<file path="config.mk">
export PLATFORM = sky130hd
export DESIGN_NAME = general_reg_file_flat
export DESIGN_NICKNAME = d
export VERILOG_FILES = /design/src/rtl/general_reg_file_pkg.sv /design/src/rtl/general_reg_file_if.sv /design/src/rtl/greg_scoreboard.sv /design/src/rtl/general_reg_file.sv /design/src/flat_wrapper.sv
export SDC_FILE = /design/constraint.sdc
export NUM_CORES = 1
export LEC_CHECK = 0
export CAP_MARGIN = 25
export CORE_UTILIZATION = 61
export DETAILED_ROUTE_END_ITERATION = 6
export HOLD_SLACK_MARGIN = 0.05
export PLACE_DENSITY = 0.82
export SETUP_SLACK_MARGIN = 0.1
export SYNTH_ARGS = -nofsm -noshare
export SYNTH_HDL_FRONTEND = slang
export SYNTH_SLANG_ARGS = --single-unit
</file>
<file path="constraint.sdc">
create_clock -name clk -period 2.4 [get_ports clk]
set_input_delay 0.36 -clock clk [delete_from_list [all_inputs] [get_ports clk]]
set_output_delay 0.36 -clock clk [all_outputs]
set_load 0.05 [all_outputs]
</file>
<file path="src/rtl/general_reg_file_pkg.sv">
// Shared definitions for the general register file: datapath width, register
// count, register-id type and small id helpers.
`ifndef WORD_LENGTH
`define WORD_LENGTH 32
`endif

package general_reg_file_pkg;

   localparam int WORD_LENGTH  = `WORD_LENGTH;
   localparam int NUM_REGS     = 16;
   localparam int REG_ID_WIDTH = 4;
   localparam int NUM_RD_PORTS = 3;

   typedef logic [REG_ID_WIDTH-1:0] reg_id_t;

   localparam reg_id_t GR0_ID = 4'd0;

   // GR0 is hard-wired to zero and never participates in writes or reservations.
   function automatic logic is_gr0(input reg_id_t id);
      return (id == GR0_ID);
   endfunction

endpackage

</file>
<file path="src/rtl/general_reg_file_if.sv">
// Pipeline-to-register-file bus: three read ports, one writeback port, one
// reservation port and the scoreboard outputs.
interface general_reg_file_if #(
   parameter int WORD_LENGTH = general_reg_file_pkg::WORD_LENGTH,
   parameter int NUM_REGS    = general_reg_file_pkg::NUM_REGS
);
   import general_reg_file_pkg::reg_id_t;

   reg_id_t                 readRegIdA;
   reg_id_t                 readRegIdB;
   reg_id_t                 readRegIdX;
   logic                    readUseA;
   logic                    readUseB;
   logic                    readUseX;
   logic [WORD_LENGTH-1:0]  readRegA;
   logic [WORD_LENGTH-1:0]  readRegB;
   logic [WORD_LENGTH-1:0]  readRegX;

   logic                    wrEnable;
   reg_id_t                 wrRegId;
   logic [WORD_LENGTH-1:0]  wrVal;

   logic                    rsvEnable;
   reg_id_t                 rsvRegId;

   logic [NUM_REGS-1:0]     busyMask;
   logic                    stall;

   modport master (
      output readRegIdA, readRegIdB, readRegIdX,
      output readUseA, readUseB, readUseX,
      input  readRegA, readRegB, readRegX,
      output wrEnable, wrRegId, wrVal,
      output rsvEnable, rsvRegId,
      input  busyMask, stall
   );

   modport slave (
      input  readRegIdA, readRegIdB, readRegIdX,
      input  readUseA, readUseB, readUseX,
      output readRegA, readRegB, readRegX,
      input  wrEnable, wrRegId, wrVal,
      input  rsvEnable, rsvRegId,
      output busyMask, stall
   );

endinterface

</file>
<file path="src/rtl/greg_scoreboard.sv">
// Pending-writeback scoreboard: one busy bit per register, set by reservations,
// cleared by writebacks, and the resulting operand stall.
module greg_scoreboard
   import general_reg_file_pkg::*;
#(
   parameter int SB_NUM_REGS = NUM_REGS
) (
   input  logic                          clk,
   input  logic                          rst,
   input  logic                          wr_en,
   input  reg_id_t                       wr_id,
   input  logic                          rsv_en,
   input  reg_id_t                       rsv_id,
   input  reg_id_t [NUM_RD_PORTS-1:0]    rd_id,
   input  logic    [NUM_RD_PORTS-1:0]    rd_use,
   output logic    [SB_NUM_REGS-1:0]     busy_mask,
   output logic                          stall
);

   localparam logic [SB_NUM_REGS-1:0] BIT0   = {{(SB_NUM_REGS-1){1'b0}}, 1'b1};
   localparam logic [SB_NUM_REGS-1:0] NONE   = {SB_NUM_REGS{1'b0}};

   logic [SB_NUM_REGS-1:0] busy_r;
   logic [SB_NUM_REGS-1:0] clr_s;
   logic [SB_NUM_REGS-1:0] set_s;
   logic [SB_NUM_REGS-1:0] busy_nxt_s;
   logic                   stall_s;

   // Next busy state: clear on writeback, then set on reservation so a
   // same-cycle reserve of the written register leaves it pending.
   always_comb begin
      clr_s = NONE;
      set_s = NONE;
      if (wr_en) begin
         clr_s = BIT0 << wr_id;
      end else begin
         clr_s = NONE;
      end
      if (rsv_en && !is_gr0(rsv_id)) begin
         set_s = BIT0 << rsv_id;
      end else begin
         set_s = NONE;
      end
      busy_nxt_s = ((busy_r & ~clr_s) | set_s) & ~BIT0;
   end

   // Busy-bit register; reset discards every outstanding reservation.
   always_ff @(posedge clk or negedge rst) begin
      if (!rst) begin
         busy_r <= NONE;
      end else begin
         busy_r <= busy_nxt_s;
      end
   end

   // A consumed operand stalls while pending, unless this cycle's writeback supplies it.
   always_comb begin
      stall_s = 1'b0;
      for (int i = 0; i < NUM_RD_PORTS; i++) begin
         if (rd_use[i] && busy_r[rd_id[i]] && !(wr_en && (wr_id == rd_id[i]))) begin
            stall_s = 1'b1;
         end else begin
            stall_s = stall_s;
         end
      end
   end

   assign busy_mask = busy_r;
   assign stall     = stall_s & rst;

endmodule

</file>
<file path="src/rtl/general_reg_file.sv">
// General register file GR0..GR15: three combinational read ports with
// writeback bypass, one write port, and a reservation scoreboard.
module general_reg_file #(
   parameter int WORD_LENGTH = general_reg_file_pkg::WORD_LENGTH,
   parameter int NUM_REGS    = general_reg_file_pkg::NUM_REGS
) (
   input  logic                 clk,
   input  logic                 rst,
   general_reg_file_if.slave    bus
);
   import general_reg_file_pkg::reg_id_t;
   import general_reg_file_pkg::is_gr0;
   import general_reg_file_pkg::NUM_RD_PORTS;

   localparam logic [WORD_LENGTH-1:0] ZERO_WORD = {WORD_LENGTH{1'b0}};

   logic [WORD_LENGTH-1:0]         gr_r [NUM_REGS];
   reg_id_t [NUM_RD_PORTS-1:0]     rd_id_s;
   logic    [NUM_RD_PORTS-1:0]     rd_use_s;
   logic [WORD_LENGTH-1:0]         rd_val_s [NUM_RD_PORTS];
   logic                           wr_ok_s;

   assign rd_id_s  = {bus.readRegIdX, bus.readRegIdB, bus.readRegIdA};
   assign rd_use_s = {bus.readUseX, bus.readUseB, bus.readUseA};
   assign wr_ok_s  = rst & bus.wrEnable & !is_gr0(bus.wrRegId);

   // Register storage; GR0 is never written so it stays at its reset value.
   always_ff @(posedge clk or negedge rst) begin
      if (!rst) begin
         for (int i = 0; i < NUM_REGS; i++) begin
            gr_r[i] <= ZERO_WORD;
         end
      end else if (wr_ok_s) begin
         gr_r[bus.wrRegId] <= bus.wrVal;
      end
   end

   // Read ports: GR0 reads zero, a same-cycle writeback is forwarded, else storage.
   always_comb begin
      for (int i = 0; i < NUM_RD_PORTS; i++) begin
         rd_val_s[i] = ZERO_WORD;
         if (is_gr0(rd_id_s[i])) begin
            rd_val_s[i] = ZERO_WORD;
         end else if (wr_ok_s && (bus.wrRegId == rd_id_s[i])) begin
            rd_val_s[i] = bus.wrVal;
         end else begin
            rd_val_s[i] = gr_r[rd_id_s[i]];
         end
      end
   end

   assign bus.readRegA = rd_val_s[0];
   assign bus.readRegB = rd_val_s[1];
   assign bus.readRegX = rd_val_s[2];

   greg_scoreboard #(
      .SB_NUM_REGS (NUM_REGS)
   ) u_scoreboard (
      .clk       (clk),
      .rst       (rst),
      .wr_en     (wr_ok_s),
      .wr_id     (bus.wrRegId),
      .rsv_en    (bus.rsvEnable),
      .rsv_id    (bus.rsvRegId),
      .rd_id     (rd_id_s),
      .rd_use    (rd_use_s),
      .busy_mask (bus.busyMask),
      .stall     (bus.stall)
   );

endmodule

</file>
<file path="src/flat_wrapper.sv">
// flat-port wrapper written by rule: the top's interface ports become plain ports
module general_reg_file_flat import general_reg_file_pkg::reg_id_t; import general_reg_file_pkg::is_gr0; import general_reg_file_pkg::NUM_RD_PORTS;
#(
   parameter int WORD_LENGTH = general_reg_file_pkg::WORD_LENGTH,
   parameter int NUM_REGS    = general_reg_file_pkg::NUM_REGS
)
  (clk, rst, bus_readRegIdA, bus_readRegIdB, bus_readRegIdX, bus_readUseA, bus_readUseB, bus_readUseX, bus_readRegA, bus_readRegB, bus_readRegX, bus_wrEnable, bus_wrRegId, bus_wrVal, bus_rsvEnable, bus_rsvRegId, bus_busyMask, bus_stall);
  general_reg_file_if #(.WORD_LENGTH(WORD_LENGTH), .NUM_REGS(NUM_REGS)) bus_i ();
  input  logic clk;
  input  logic rst;
  input wire logic [$bits(bus_i.readRegIdA)-1:0] bus_readRegIdA;
  input wire logic [$bits(bus_i.readRegIdB)-1:0] bus_readRegIdB;
  input wire logic [$bits(bus_i.readRegIdX)-1:0] bus_readRegIdX;
  input wire logic [$bits(bus_i.readUseA)-1:0] bus_readUseA;
  input wire logic [$bits(bus_i.readUseB)-1:0] bus_readUseB;
  input wire logic [$bits(bus_i.readUseX)-1:0] bus_readUseX;
  output wire logic [$bits(bus_i.readRegA)-1:0] bus_readRegA;
  output wire logic [$bits(bus_i.readRegB)-1:0] bus_readRegB;
  output wire logic [$bits(bus_i.readRegX)-1:0] bus_readRegX;
  input wire logic [$bits(bus_i.wrEnable)-1:0] bus_wrEnable;
  input wire logic [$bits(bus_i.wrRegId)-1:0] bus_wrRegId;
  input wire logic [$bits(bus_i.wrVal)-1:0] bus_wrVal;
  input wire logic [$bits(bus_i.rsvEnable)-1:0] bus_rsvEnable;
  input wire logic [$bits(bus_i.rsvRegId)-1:0] bus_rsvRegId;
  output wire logic [$bits(bus_i.busyMask)-1:0] bus_busyMask;
  output wire logic [$bits(bus_i.stall)-1:0] bus_stall;
  assign bus_i.readRegIdA = bus_readRegIdA;
  assign bus_i.readRegIdB = bus_readRegIdB;
  assign bus_i.readRegIdX = bus_readRegIdX;
  assign bus_i.readUseA = bus_readUseA;
  assign bus_i.readUseB = bus_readUseB;
  assign bus_i.readUseX = bus_readUseX;
  assign bus_readRegA = bus_i.readRegA;
  assign bus_readRegB = bus_i.readRegB;
  assign bus_readRegX = bus_i.readRegX;
  assign bus_i.wrEnable = bus_wrEnable;
  assign bus_i.wrRegId = bus_wrRegId;
  assign bus_i.wrVal = bus_wrVal;
  assign bus_i.rsvEnable = bus_rsvEnable;
  assign bus_i.rsvRegId = bus_rsvRegId;
  assign bus_busyMask = bus_i.busyMask;
  assign bus_stall = bus_i.stall;
  general_reg_file #(.WORD_LENGTH(WORD_LENGTH), .NUM_REGS(NUM_REGS)) u_core (.clk(clk), .rst(rst), .bus(bus_i));
endmodule
</file>
-- Word-level counts from Yosys, hierarchy flattened
Cells that the tools add are included.
- word-level logic and storage cells: 90
- register bits after elaboration: 527
- output and inout bits: 113
- bitwise operators: 10
- order comparisons: 8
- muxes and demuxes: 29
- eq/ne operators: 3
- shift operators: 2
- reduce and logical (&&, ||, !) cells: 21
- operators by type and width (cell ; number):
    $bwmux 512 ; 1
    $mux 32 ; 13
    $bmux 32 s4 ; 3
    $demux 32 s4 ; 1
    $mux 16 ; 2
    $shl 1x4->16 const A ; 2
    $ge 5x5->1 const B ; 4
    $logic_not 4->1 ; 5
    $not 4->5 ; 4
    $and 16x16->16 ; 1
    $not 16->16 ; 1
    $or 16x16->16 ; 1
    $lt 4x5->1 const B ; 3
    $bmux 1 s4 ; 3
    $eq 4x4->1 ; 3
    $logic_and 1x1->1 ; 11
    $mux 1 ; 6
    $logic_not 1->1 ; 5
    $lt 5x1->1 const B ; 1
    $and 1x1->1 ; 3

-- Logic depth before layout (Yosys ltp)
- depth in word-level cells: 10
- gate-level depth with buffers: 8

-- Hierarchy
From an unflattened synthesis, not the netlist that was laid out.
- cell total of the unflattened synthesis: 2187
- area total of the unflattened synthesis: 33764.9 µm²
- modules (own cells, without submodules) (module ; cells an instance ; times used ; area each (µm²)):
    general_reg_file ; 2066 ; 1 ; 32558.7
    greg_scoreboard ; 121 ; 1 ; 1206.2

-- Least setup slack after synthesis
No wires, ideal clock.
- kind: input port to output port
- start point: input bus_readRegIdX[1]
- end point: output bus_stall
- path buffers: 3
- cell stages on the path: 8
- required time: 2.040 ns
- slack: -0.232 ns
- data arrival time: 2.272 ns
- path through: buf_2 > buf_2 > buf_2 > a21oi_1 > a211o_1 > a21oi_1 > a21oi_1 > o221ai_1
- cells in the longest elaborated chain, start to end: 6
- elaborated cells between the ends (all ways): 9
- classes of those cells: eq/ne (1); mux (3); bitwise (1); reduce/logical (4)
- RTL lines (element ; line ; RTL):
    start, declared ; flat_wrapper.sv:13 ; input wire logic [$bits(bus_i.readRegIdX)-1:0] bus_readRegIdX;
    $bmux 1 s4 / $eq 4x4->1 (equally long branches) ; greg_scoreboard.sv:60 ; if (rd_use[i] && busy_r[rd_id[i]] && !(wr_en && (wr_id == rd_id[i]))) begin
    $mux 1 (not written as such) / $logic_and 1x1->1 (equally long branches) ; greg_scoreboard.sv:60 ;
    $logic_and 1x1->1 / $logic_not 1->1 (equally long branches) ; greg_scoreboard.sv:60 ;
    $logic_and 1x1->1 (*) ; greg_scoreboard.sv:60 ;
    $mux 1 (*) ; greg_scoreboard.sv:60 ;
    $and 1x1->1 (*) ; greg_scoreboard.sv:69 ; assign stall = stall_s & rst;
    end, declared ; flat_wrapper.sv:26 ; output wire logic [$bits(bus_i.stall)-1:0] bus_stall;
Mark *: on every way between the ends. The rest lies on a longest branch, timed or not. The select of a mux whose other input is x is not followed.

-- Worst setup path in the final report
- start point: register u_core.gr_r[140] (netlist name)
- end point: output bus_readRegX[12]
- cells in the longest elaborated chain, start to end: 5
- RTL lines (element ; line ; RTL):
    start, declared ; general_reg_file.sv:17 ; logic [WORD_LENGTH-1:0] gr_r [NUM_REGS];
    start signal, assigned by index ; general_reg_file.sv:34 ; gr_r[bus.wrRegId] <= bus.wrVal;
    $bmux 32 s4 ; general_reg_file.sv:47 ; rd_val_s[i] = gr_r[rd_id_s[i]];
    $mux 32 (not written as such) (2 in series) ; general_reg_file.sv:47 ;
    $mux 32 ; general_reg_file.sv:44 ; end else if (wr_ok_s && (bus.wrRegId == rd_id_s[i])) begin
    $mux 32 ; general_reg_file.sv:42 ; if (is_gr0(rd_id_s[i])) begin
    end, declared ; flat_wrapper.sv:19 ; output wire logic [$bits(bus_i.readRegX)-1:0] bus_readRegX;
Every way passes these cells. The select of a mux whose other input is x is not followed.

==> flow_metrics.env <==
export IMPL_status="complete, but fails checks"
export IMPL_violations="design-rule violations, negative setup slack"
export IMPL_fillerInstances=2804
export IMPL_p_per_area_nw_per_um2=795
export IMPL_cts_max_path_buffers=3
export IMPL_dp_hpwl_mm=62.5
export IMPL_hold_viol=0
export IMPL_drc=14
export IMPL_tightest_slew_ns=1.12
export IMPL_critPathArrivalTime_ns=2.38
export IMPL_swShare=0.324
export IMPL_fin_cells=3111
export IMPL_portBuffers=170
export IMPL_antenna_found_initial=6
export IMPL_skew_ns=0
export IMPL_cts_clk_slew_worst_paths_ns=0.06
export IMPL_finalNetCount=2439
export IMPL_gp_congestion=0.866
export IMPL_dieHeight_um=234
export IMPL_dp_cells=2957
export IMPL_synthDistinctLibCells=44
export IMPL_critical_path_max_fanout=4
export IMPL_grt_pass1_vias=23900
export IMPL_p_leak_nw=17.0
export IMPL_synth_avg_cell_area_um2=15.3
export IMPL_fp_dieArea_um2=54700
export IMPL_mostFrequentLayoutCells="525 x dfrtp_1, 489 x mux4_2, 249 x mux2_1"
export IMPL_insertion_delay_ns=0.62
export IMPL_final_common_cell="dfrtp_1"
export IMPL_layout_setup_ws_ns=-0.343
export IMPL_power_switching_mw=10.5
export IMPL_cts_tree="yes"
export IMPL_grt_overflow=0
export IMPL_drv_slew=0
export IMPL_rsz0062_at_grt="true"
export IMPL_critPathLaunch="u_core.gr_r[140]$_DFFE_PN0P_"
export IMPL_syn_area_um2=32800
export IMPL_hold_ws_ns=0.325
export IMPL_hold_path_class="in2async"
export IMPL_yosysWarnings=0
export IMPL_drive_above_1_share=0.581
export IMPL_critPathTopFamily="multiplexers"
export IMPL_synth_seq_cells=527
export IMPL_period_needed_ns=2.74
export IMPL_crit_buf_inv=2
export IMPL_vdd_drop_max_v=0.000659
export IMPL_cts_made_buffers=55
export IMPL_total_power_mw=32.4
export IMPL_synth_area_leader_cell="dfrtp_1"
export IMPL_r2r_start="u_core.gr_r[39]$_DFFE_PN0P_"
export IMPL_period_share=1.14
export IMPL_grt_max_degree=199
export IMPL_drt_initial_drc_count=2790
export IMPL_via_per_inst=7.35
export IMPL_finalSetupTns_ns=-28.11
export IMPL_place_worst_setup_slack_ns=-0.380
export IMPL_track_usage=0.378
export IMPL_synth_area_leaders="dfrtp_1 40%, mux4_2 34%, mux2_1 8.5%"
export IMPL_critPathRequiredTime_ns=2.04
export IMPL_cts_root_buf="clkbuf_16"
export IMPL_drtAntennaViolNets=0
export IMPL_grt_pass1_wl_mm=150
export IMPL_drt_total_wl_mm=101
export IMPL_area_growth_pct=24.0
export IMPL_finalSetupViolations=97
export IMPL_h_tree_depth=2
export IMPL_p_clk_frac=0.288
export IMPL_num_vias=22900
export IMPL_maxCapViolCount=0
export IMPL_max_stage_delay_ns=0.53
export IMPL_cp_start_kind="flop"
export IMPL_cp_common_cell="mux4_2"
export IMPL_die_w_um=234
export IMPL_final_area_um2=40700
export IMPL_wl_per_cell_um=32.6
export IMPL_placed_cell_area_um2=37700
export IMPL_clock_sinks=527
export IMPL_crit_slowest_cell="mux4_2"
export IMPL_power_frac_comb=0.337
export IMPL_syn_inst=2151
export IMPL_synth_edf_count=0
export IMPL_firstDrtPassIters=7
export IMPL_synth_top_area_share=0.402
export IMPL_core_area_um2=52900
export IMPL_power_internal_mw=21.9
export IMPL_crit_type="reg2out"
export IMPL_synthFlopType="dfrtp_1"
export IMPL_worstPathCellList="mux4_2 > mux4_2 > inv_4 > o21ai_4 > buf_6"
export IMPL_synthArstFlopShare=1.00
export IMPL_rows=84
export IMPL_max_freq_mhz=365
export IMPL_fin_util=0.770
export IMPL_syn_nets=2210
export IMPL_ioPinCount=172
export IMPL_p_seq_frac=0.375
export IMPL_slew_headroom=0.251
export IMPL_yosysSeqAreaShare=0.402
export IMPL_start_util=0.621
export IMPL_crit_path_end_kind="output pin"
==> layout make-up <==
| class | instances | area (um^2) | area share |
|---|---|---|---|
| antenna | 1 | 2.50 | 0.0000615 |
| clock buffer | 75 | 1580 | 0.0389 |
| clock inverter | 24 | 367 | 0.00901 |
| inverter | 105 | 571 | 0.0140 |
| multi-input combinational | 1264 | 19200 | 0.471 |
| sequential | 527 | 13200 | 0.324 |
| tap | 688 | 861 | 0.0211 |
| timing repair buffer | 427 | 4940 | 0.121 |
==> logic make-up after synthesis <==
logic type             count (synthesis)  synth area share
XOR/XNOR                              12           0.00320
AO/OA/AOI/OAI                        125            0.0207
other                                  1          0.000114
AND/OR/NAND/NOR                      151            0.0204
flip-flops                           527             0.402
buffers and inverters                360            0.0518
multiplexers                         975             0.502
==> power by group through the flow <==
stage | combinational, mW | sequential, mW | clock (mW)
2_1_floorplan | 7.50 | 11.8 | 0
3_3_place_gp | 9.84 | 11.9 | 0
3_5_place_dp | 10.1 | 12.2 | 0
4_1_cts | 10.7 | 12.0 | 9.39
5_1_grt | 11.4 | 12.3 | 9.72
6_report | 10.9 | 12.1 | 9.31
==> worst reg2reg max path, delay by kind of cell, from the launching register on <==
kind	cells	cell delay, ns
flops	1	0.41
buf+inv	2	0.27
mux	1	0.29
==> Yosys cell counts (4+ instances only) <==
library cell,instances
a21oi_1,6
buf_2,107
buf_6,16
buf_8,7
clkbuf_1,116
clkinv_1,96
dfrtp_1,527
inv_1,9
mux2_1,249
mux2_2,234
mux4_2,489
nand2_1,107
nand2b_1,5
nand3b_1,4
nor2_1,14
o21ai_0,6
o21ai_1,96
o22ai_1,6
xnor2_1,6
xor2_1,6
==> layer usage <==
metal,vias to the layer above,GRT usage,share of wire
met5,-,0,0.00052
met2,1629,0.584,0.48
met4,8,0.189,0.055
met1,12000,0.501,0.35
li1,8857,-,-
met3,393,0.0985,0.11
==> worst paths after layout <==
| path | slack [ns] | cells after the start | endpoint |
|---|---|---|---|
| setup / recovery | -0.34 | 5 | bus_readRegX[12] |
| hold / removal | 0.32 | 3 | u_core.gr_r[481]$_DFFE_PN0P_ |
| setup reg to reg | 1.31 | 3 | u_core.gr_r[39]$_DFFE_PN0P_ |
| hold reg to reg | 0.42 | 0 | u_core.gr_r[489]$_DFFE_PN0P_ |
| max in group asynchronous | 0.59 | 4 | u_core.gr_r[88]$_DFFE_PN0P_ |
| min in group clk | 0.42 | 0 | u_core.gr_r[489]$_DFFE_PN0P_ |
==> state kept, by name, indices dropped and copies added, names as in the netlist <==
name,flops
u_core.gr_r,512
u_core.u_scoreboard.busy_mask,15
==> timing repair <==
action / 4_1_cts / 5_1_grt
gates cloned: 1 / 2
endpoints found under the hold margin: 26 / 0
hold buffers: 1 / 0
buffers inserted: 33 / 17
gates resized for setup: 204 / 25
pin swaps: 72 / 11
endpoints found under the setup margin: 97 / 103
Note: power is estimated with default switching activity, not from simulation.
